$ cat src/rtl/wrr_burst_arbiter.sv
// Weighted round-robin arbiter with burst ownership: a granted port holds the
// resource for up to weight[n] last-beats, then priority rotates past it.
module wrr_burst_arbiter #(
  parameter  int NUM_PORTS = 4,
  parameter  int WEIGHT_W  = 4,
  localparam int ID_W      = $clog2(NUM_PORTS)
) (
  input  logic                          clk,
  input  logic                          reset,
  input  logic [NUM_PORTS-1:0]          req_i,
  input  logic [NUM_PORTS-1:0]          last_i,
  input  logic [NUM_PORTS*WEIGHT_W-1:0] weight_i,
  output logic [NUM_PORTS-1:0]          gnt_o,
  output logic                          gnt_valid_o,
  output logic [ID_W-1:0]               gnt_id_o
);

  typedef enum logic {IDLE, HOLD} state_e;

  state_e                state_q, state_d;
  logic [ID_W-1:0]       ptr_q, ptr_d;
  logic [WEIGHT_W-1:0]   credit_q, credit_d;
  logic [NUM_PORTS-1:0]  gnt_q, gnt_d;
  logic [ID_W-1:0]       id_q, id_d;
  logic                  valid_q, valid_d;

  logic                  release_c;
  logic                  arb_c;
  logic                  found_c;
  logic [ID_W-1:0]       win_c;
  logic [WEIGHT_W-1:0]   win_weight_c;
  int                    start_c;
  int                    idx_c;

  always_ff @(posedge clk) begin
    if (reset) begin
      state_q  <= IDLE;
      ptr_q    <= '0;
      credit_q <= '0;
      gnt_q    <= '0;
      id_q     <= '0;
      valid_q  <= 1'b0;
    end else begin
      state_q  <= state_d;
      ptr_q    <= ptr_d;
      credit_q <= credit_d;
      gnt_q    <= gnt_d;
      id_q     <= id_d;
      valid_q  <= valid_d;
    end
  end

  // Release check and circular search; after a release the holder goes last.
  always_comb begin
    release_c = 1'b0;
    if (state_q == HOLD) begin
      if (!req_i[id_q]) begin
        release_c = 1'b1;
      end else if (last_i[id_q] && (credit_q == WEIGHT_W'(1))) begin
        release_c = 1'b1;
      end
    end
    arb_c = (state_q == IDLE) || release_c;

    if (state_q == IDLE) begin
      start_c = int'(ptr_q);
    end else begin
      start_c = int'(id_q) + 1;
      if (start_c >= NUM_PORTS) start_c = 0;
    end

    found_c = 1'b0;
    win_c   = '0;
    idx_c   = 0;
    for (int i = 0; i < NUM_PORTS; i++) begin
      idx_c = start_c + i;
      if (idx_c >= NUM_PORTS) idx_c = idx_c - NUM_PORTS;
      if (!found_c && req_i[idx_c]) begin
        found_c = 1'b1;
        win_c   = ID_W'(idx_c);
      end
    end

    win_weight_c = weight_i[int'(win_c)*WEIGHT_W +: WEIGHT_W];
  end

  always_comb begin
    state_d = state_q;
    if (arb_c) begin
      state_d = found_c ? HOLD : IDLE;
    end
  end

  // A zero weight still buys one beat, so credit never loads as 0.
  always_comb begin
    gnt_d    = gnt_q;
    id_d     = id_q;
    valid_d  = valid_q;
    credit_d = credit_q;
    ptr_d    = ptr_q;
    if (arb_c) begin
      if (found_c) begin
        gnt_d        = '0;
        gnt_d[win_c] = 1'b1;
        id_d         = win_c;
        valid_d      = 1'b1;
        credit_d     = (win_weight_c == '0) ? WEIGHT_W'(1) : win_weight_c;
        if (int'(win_c) == NUM_PORTS - 1) begin
          ptr_d = '0;
        end else begin
          ptr_d = win_c + ID_W'(1);
        end
      end else begin
        gnt_d   = '0;
        id_d    = '0;
        valid_d = 1'b0;
      end
    end else if (state_q == HOLD && req_i[id_q] && last_i[id_q] &&
                 (credit_q > WEIGHT_W'(1))) begin
      credit_d = credit_q - WEIGHT_W'(1);
    end
  end

  assign gnt_o       = gnt_q;
  assign gnt_valid_o = valid_q;
  assign gnt_id_o    = id_q;

endmodule

$ cat config.mk
export PLATFORM = sky130hd
export DESIGN_NAME = wrr_burst_arbiter
export DESIGN_NICKNAME = d
export VERILOG_FILES = /design/src/rtl/wrr_burst_arbiter.sv
export SDC_FILE = /design/constraint.sdc
export NUM_CORES = 1
export LEC_CHECK = 0
export CAP_MARGIN = 30
export CORE_UTILIZATION = 50
export CTS_CLUSTER_SIZE = 10
export DETAILED_ROUTE_END_ITERATION = 7
export PLACE_DENSITY = 0.88
export SKIP_CTS_REPAIR_TIMING = 1
export SYNTH_ARGS = -nofsm -noshare
export SYNTH_HDL_FRONTEND = slang
export SYNTH_SLANG_ARGS = --single-unit
$ cat constraint.sdc
create_clock -name clk -period 7.5 [get_ports clk]
set_input_delay 1.125 -clock clk [delete_from_list [all_inputs] [get_ports clk]]
set_output_delay 1.125 -clock clk [all_outputs]
set_load 0.02 [all_outputs]
Word level (Yosys, flattened, before mapping). Cells that the tools add are included.

Output and inout port bits: 7. Logic and storage cells: 92. Input port bits: 26. Register bits after elaboration: 13.

Magnitude comparators: 13. Mux-type cells: 43. Shift operators: 1. Bitwise gates (word level): 1. Reductions and logical operators: 16. Add/sub/neg operators: 10. Equal/unequal tests: 3.

Operators by type and width (count): $ge 32x4->1 const B (4); $lt 32x4->1 const B (4); $mux 32 (4); $sub 32x4->32 const B (4); $add 32x3->32 const B (2); $add 32x2->32 const B (1); $mux 4 (5); $mux 1 (19); $shiftx 16x5->4 (1); $bmux 1 s2 (6); $mux 2 (6); $logic_and 1x1->1 (8); $lt 2x3->1 const B (2); $mux 3 (2); $eq 4x1->1 const B (1); $gt 4x1->1 const B (1); $logic_not 4->1 (1); $reduce_and 2->1 (2); $sub 4x1->4 const B (1); $add 2x1->3 const B (1); $ge 3x3->1 const B (1); $logic_not 1->1 (3); $add 2x1->2 const B (1); $demux 1 s2 (1); 6 further kinds (6).

Depth between registers and ports, before layout. Gate-level depths: netlist of the first run.

Depth in word-level cells: 24. Depth in mapped cells: 10. Gate-level depth less buffers: 9.

Worst setup path before layout of the first run. No wires, ideal clock.

Path kind: in2reg. From: input port req_i[3]. To: register credit_q[0]. Slack: 4716 ps. Arrival time: 2725 ps. Stages on the path: 6. Data required time: 7441 ps. Setup time: 59 ps. Path buffers: 0. Path through: or2_2 > a22oi_1 > nand3_2 > a221o_1 > a2111oi_2 > a22o_1.

Longest elaborated chain between the ends: 18. Elaborated cells on any way between the ends: 42. Those cells by class: 1 x eq/ne; 1 x shift; 27 x mux; 13 x reduce/logical.

Ends and longest elaborated chain: start, declared (line 10) `input logic [NUM_PORTS-1:0] req_i,`; $bmux 1 s2 (line 78) `if (!found_c && req_i[idx_c]) begin`; $mux 1 (not written as such) (2 in a row) (line 78); $mux 1 (line 78); $logic_not 1->1 (line 78); $logic_and 1x1->1 (line 78); $mux 1 (line 78); $logic_not 1->1 (line 78); $logic_and 1x1->1 (line 78); $mux 1 (line 78); $logic_not 1->1 (line 78); $logic_and 1x1->1 (line 78); $mux 2 (line 78); $shiftx 16x5->4 (line 84) `win_weight_c = weight_i[int'(win_c)*WEIGHT_W +: WEIGHT_W];`; $logic_not 4->1 (line 107) `credit_d = (win_weight_c == '0) ? WEIGHT_W'(1) : win_weight_c;`; $mux 4 (line 107); $mux 4 (line 102) `if (found_c) begin`; $mux 4 (line 101) `if (arb_c) begin`; end signal, assigned (line 46) `credit_q <= credit_d;`; end, declared (line 22) `logic [WEIGHT_W-1:0] credit_q, credit_d;`.

Parallel ways exist; a longest one is shown, timed or not. The select of a mux whose other input is x is not followed. A chain may end at the register's enable or synchronous reset.

Worst setup path after layout of the first run. Same ends and word-level chain as after synthesis.

==> results of run 1 <==
cell type report:
cell class | instances | area share [%]
tap | 27 | 2.37
timing repair buffer | 32 | 22.5
inverter | 8 | 2.11
multi-input combinational | 104 | 53.0
clock buffer | 4 | 1.84
sequential | 13 | 18.2
sequential cells by signal, summed over array words and instances (netlist names):
register / flops
gnt_o: 4
gnt_valid_o: 1
ptr_q: 2
credit_q: 4
gnt_id_o: 2
layer usage:
layer	track usage, %	vias to the layer above	part of all wire (%)
met5	0	-	0
met4	12.8	0	1.9
met3	6.67	6	4.4
met2	48.3	33	50
met1	33.5	547	44
li1	-	571	-
power groups by stage:
stage                     Clock (mW)  Combinational, mW  Sequential, mW
after floorplan                    0              0.155           0.114
after global placement             0              0.214           0.109
after detailed placement           0              0.220           0.110
after CTS                     0.0454              0.222           0.109
after global routing          0.0489              0.249           0.112
final                         0.0447              0.224           0.110
critical path, cell delays in order:
cell	delay (ns)
clkdlybuf4s50_1	0.51
or2_2	0.38
a22oi_1	0.35
nand3_2	0.29
a221o_1	0.40
a2111oi_2	0.30
a22o_1	0.16
final timing paths:
check	depth (start not counted)	slack (ns)	to	start
max	7	4.21	credit_q[0]	req_i[3]
max reg2reg	7	4.82	credit_q[0]	gnt_id_o[0]
min	2	0.46	gnt_o[2]	gnt_o[2]
min reg2reg	2	0.46	gnt_o[2]	gnt_o[2]
cell families (layout without fill, tap and decap cells):
| kind of cell | Yosys count | after routing | synth area share (%) |
|---|---|---|---|
| flops | 13 | 13 | 24.4 |
| fa+ha+maj | 7 | 7 | 8.20 |
| mux | 6 | 6 | 8.20 |
| simple gates | 50 | 50 | 24.4 |
| compound gates | 41 | 41 | 30.0 |
| buf+inv | 12 | 44 | 4.92 |
placed cells by master (no fill, tap or decap), types with 3 or more instances in the layout:
cell type	n
nand2_1	12
a221o_1	3
inv_1	8
and4_1	5
o31ai_1	3
nor3_1	5
ha_1	7
a22oi_1	3
o21ai_0	3
o2111ai_1	4
a31oi_1	3
clkdlybuf4s50_1	32
clkbuf_4	3
nand3_1	6
nor2_1	12
nand2b_1	3
dfxtp_1	13
a21oi_1	7
metrics by stage:
stage               total power [mW]  setup WS (ns)
floorplan                      0.270           4.72
global placement               0.322           4.07
detailed placement             0.330           3.94
CTS                            0.376           4.24
global route                   0.409           4.07
finish                         0.378           4.21
==> flow_summary_export.csv, run 1 <==
group,metric,value,unit
power,combPwrFrac,59.2,%
power,power_frac_clock,11.8,%
placed_design,globalplace.congestion,0.799,
sta,min_period_over_period,43.9,%
sta,holdWs,0.455,ns
logic_synthesis,async_reset_ff_share,0,%
logic_synthesis,postSynthCellCount,129,
die,fp-row-count,16,
finish,multi_input_area,756,um^2
sta,finalSetupViolCount,0,
drt,via_per_inst,6.15,
logic_synthesis,synth-main-ff-cell,"dfxtp_1",
sta,rsz0062_at_grt,"false",
logic_synthesis,syn_area_per_cell,8.28,um^2
clock_tree,cts-buffers-inserted,3,
sta,relSlewSlack,38.8,%
finish,utilization,72.0,%
logic_synthesis,ys_ff_latch,13,
power,powerDensity,265,mW/mm^2
global_route,grt_pass1_wl,4.51,mm
clock_tree,numClockSinks,13,
placed_design,hpwl,2.16,mm
logic_synthesis,post-synth-top-count-cell,"dfxtp_1",
finish,layout.area.seq,260,um^2
clock_tree,tritoncts,"yes",
sta,finalHoldViolCount,0,
die,core,0.00198,mm^2
clock_tree,cts.clk_slew.worst_paths,0.08,ns
global_route,grt_pass1_vias,1042,
logic_synthesis,synthTopCellsByCount,"dfxtp_1 (13), nand2_1 (12), nor2_1 (12), inv_1 (8)",
job,cap_violations,0,
logic_synthesis,netlist_area,0.00107,mm^2
drt,wirelength,2.86,mm
worst_setup_path,critPathLaunchType,"input pin",
finish,syn_to_final_growth,33.5,%
placed_design,post_dp_cell_area,0.00140,mm^2
clock_tree,ctsRootBufferMaster,"clkbuf_4",
power,p_leak,0.558,nW
hold_path,hp-class,"reg2reg",
logic_synthesis,synth_fp_nets,162,
placed_design,dp.cells,184,
drt,wire_per_inst,15.2,um
worst_setup_path,worstPathMaxFanout,11,
finish,fillCellCount,151,
logic_synthesis,synth_top_area_cell,"dfxtp_1",
worst_setup_path,end_kind,"flip-flop",
logic_synthesis,synth_edf_count,0,
sta,setup_tns,0,ns
outcome,status,"finished, final reports clean",
worst_setup_path,worstSetupPathType,"in2reg",
die,die_w,48.2,um
sta,max_clock_freq,304,MHz
logic_synthesis,netlist_top_cells_area,"dfxtp_1 (24%), ha_1 (8.2%), mux4_2 (4.2%)",
die,start_util,53.9,%
global_route,grtUsageTotal,28.3,%
die,die_height,48.2,um
worst_setup_path,crit_arrival,3.53,ns
power,internal-power,0.211,mW
power,irDropWorstVdd,0.145,mV
logic_synthesis,synth_top_area_share,24.4,%
logic_synthesis,synth.distinct_cells,38,
logic_synthesis,synth_warnings,0,
power,swShare,44.1,%
die,ios,33,
power,seqPwrFrac,29.0,%
die,die_area,0.00233,mm^2
logic_synthesis,seq_area_frac_synth,24.4,%
global_route,antenna_found_initial,0,
finish,final_nets,195,
placed_design,port_buffers,32,
worst_setup_path,required,7.74,ns
drt,dr.pass1.iters,4,
global_route,grt.overflow.total,0,
global_route,grt_start_max_net_pins,15,
sta,worstMarginPinSlew,0.913,ns
sta,finalCriticalPeriod,3.29,ns
drt,route.detailed.drc,0,
sta,slew_violations,0,
drt,drtAntennaViolNets,0,
power,power.switching,0.167,mW
drt,drtIter0Drc,42,
drt,via_count,1157,
clock_tree,worstSkewPairLatency,0.29,ns
finish,drive_gt1_share,8.07,%
finish,layout.cells.non_filler,188,
clock_tree,htree_levels,1,
clock_tree,clockBufferDepth,2,
finish,design_area,0.00143,mm^2
sta,clock_skew,0.00957,ns
finish,diodes,0,
(Power assumes the default switching activity.)
==> run 2: changes to the inputs <==
CORE_UTILIZATION = 46   (was 50)
PLACE_DENSITY = 0.82   (was 0.88)
clock period = 3.2 ns   (was 7.5 ns; I/O delays follow)
==> run 2 against run 1 <==
Net effect: first-iteration DRC count fell by 74%; critical path depth unchanged; die area increased by 8.3%; power grew 130%; sequential cell count stayed put; utilization shrank 6.4 points; setup slack worse by 3.7 ns; final cell count rose by 1.1%; count of clock-buffer cells in the layout decreased by 1.
==> flow_summary_export.csv, run 2 (synthesis results as in run 1) <==
group,metric,value,unit
sta,finalCriticalPeriod,2.73,ns
placed_design,dp.cells,186,
clock_tree,cts.clk_slew.worst_paths,0.09,ns
sta,finalSetupViolCount,0,
power,seqPwrFrac,29.0,%
hold_path,hold-path-endpoint,"gnt_o[1]",
finish,layout_commonest_cell,"clkdlybuf4s50_1",
hold_path,hold_depth,2,
die,die_area,0.00252,mm^2
drt,drtAntennaViolNets,0,
die,die_w,50.2,um
global_route,grt_pass1_vias,1118,
sta,max_clock_freq,366,MHz
sta,relSlewSlack,53.3,%
die,ios,33,
placed_design,post_dp_cell_area,0.00141,mm^2
die,fp-row-count,17,
finish,drive_gt1_share,9.26,%
power,irDropWorstVdd,0.466,mV
placed_design,post-place-ws,0.257,ns
sta,finalHoldViolCount,0,
clock_tree,htree_levels,1,
global_route,grt_start_max_net_pins,15,
worst_setup_path,end_kind,"flip-flop",
finish,final_nets,196,
clock_tree,numClockSinks,13,
worst_setup_path,regToRegEndpoint,"credit_q[0]",
job,cap_violations,0,
drt,via_count,1152,
sta,clock_skew,0.00635,ns
global_route,antenna_found_initial,0,
drt,drtIter0Drc,11,
sta,slew_violations,0,
sta,setup_tns,0,ns
finish,layout_common_cells,"clkdlybuf4s50_1 (32), dfxtp_1 (13), nand2_1 (12), nor2_1 (12), inv_1 (8)",
placed_design,port_buffers,32,
hold_path,hp-class,"reg2reg",
worst_setup_path,worstSetupPathType,"reg2reg",
global_route,grtUsageTotal,25.9,%
worst_setup_path,worstReg2RegStart,"gnt_id_o[0]",
sta,fin_ws,0.467,ns
power,powerDensity,617,mW/mm^2
worst_setup_path,worstPathMaxFanout,11,
drt,route.detailed.drc,0,
clock_tree,ctsRootBufferMaster,"clkbuf_4",
sta,rsz0062_at_grt,"false",
drt,via_per_inst,6.06,
power,totalPowerFinal,0.886,mW
power,power_frac_clock,12.0,%
power,swShare,43.9,%
global_route,grt_pass1_wl,4.86,mm
sta,holdWs,0.459,ns
clock_tree,worstSkewPairLatency,0.29,ns
placed_design,globalplace.congestion,0.833,
global_route,grt.overflow.total,0,
power,p_leak,0.566,nW
clock_tree,tritoncts,"yes",
die,core,0.00219,mm^2
drt,wire_per_inst,15.1,um
hold_path,hold_start,"gnt_o[1]",
power,power.switching,0.389,mW
die,die_height,50.2,um
power,internal-power,0.497,mW
worst_setup_path,crit_arrival,2.97,ns
sta,min_period_over_period,85.4,%
outcome,status,"finished, final reports clean",
worst_setup_path,required,3.43,ns
worst_setup_path,worstRegToRegCells,7,
power,combPwrFrac,59.1,%
clock_tree,cts-buffers-inserted,3,
finish,syn_to_final_growth,34.4,%
finish,design_area,0.00144,mm^2
drt,wirelength,2.87,mm
clock_tree,clockBufferDepth,2,
finish,diodes,0,
worst_setup_path,critPathLaunchType,"flip-flop",
sta,worstMarginPinSlew,0.697,ns
finish,layout.cells.non_filler,190,
finish,utilization,65.6,%
worst_setup_path,r2r_slack,0.47,ns
drt,dr.pass1.iters,4,
die,start_util,48.8,%
placed_design,hpwl,2.25,mm
==> run 2: cell count changes in the layout (fill, tap and decap cells not counted), sizes merged <==
cell and delta:
buf +1, clkbuf -1, clkinv +1
==> run 2: power by group through the flow <==
stage	Clock (mW)	Combinational (mW)	Sequential (mW)
detailed placement	0	0.519	0.259
finish	0.106	0.523	0.256
CTS	0.108	0.524	0.255
global route	0.113	0.586	0.264
global placement	0	0.502	0.256
floorplan	0	0.364	0.268
==> run 2: layout make-up <==
class | instances | area, um^2
Inverter | 8 | 30.0
Tap cell | 28 | 35.0
Fill cell | 207 | 754
Timing Repair Buffer | 33 | 328
Multi-Input combinational cell | 104 | 756
Clock buffer | 3 | 22.5
Clock inverter | 1 | 5.00
Sequential cell | 13 | 260
==> run 2: worst max-delay path by stage <==
stage	depth (start not counted)	slack, ns	endpoint	from
after floorplan	8	0.61	credit_q[0]	gnt_id_o[0]
after global placement	7	0.42	credit_q[0]	req_i[3]
after detailed placement	7	0.26	credit_q[0]	req_i[3]
after CTS	7	0.45	credit_q[0]	gnt_id_o[0]
after global routing	7	0.24	credit_q[0]	gnt_id_o[0]
final	7	0.47	credit_q[0]	gnt_id_o[0]
==> run 2: worst max-delay path: stages (launching register included) <==
cell and delay (ns):
dfxtp_1 0.48, ha_1 0.28, mux2_2 0.36, a22oi_1 0.38, nand3_2 0.29, a221o_1 0.40, a2111oi_2 0.30, a22o_1 0.16
==> run 2: per-layer routing <==
metal  vias up  global-route usage, %  part of all wire, %
met2        27                   44.0                   50
met1       542                   30.0                   43
met3         9                   6.36                  4.8
li1        574                      -                    -
met4         0                   12.4                  2.3
met5         -                      0                    0
==> run 3: changes to the inputs <==
CTS_CLUSTER_DIAMETER = 50   (was not set)
==> results of run 3 <==
Final layout, timing and power as in run 2 (identical DEF).
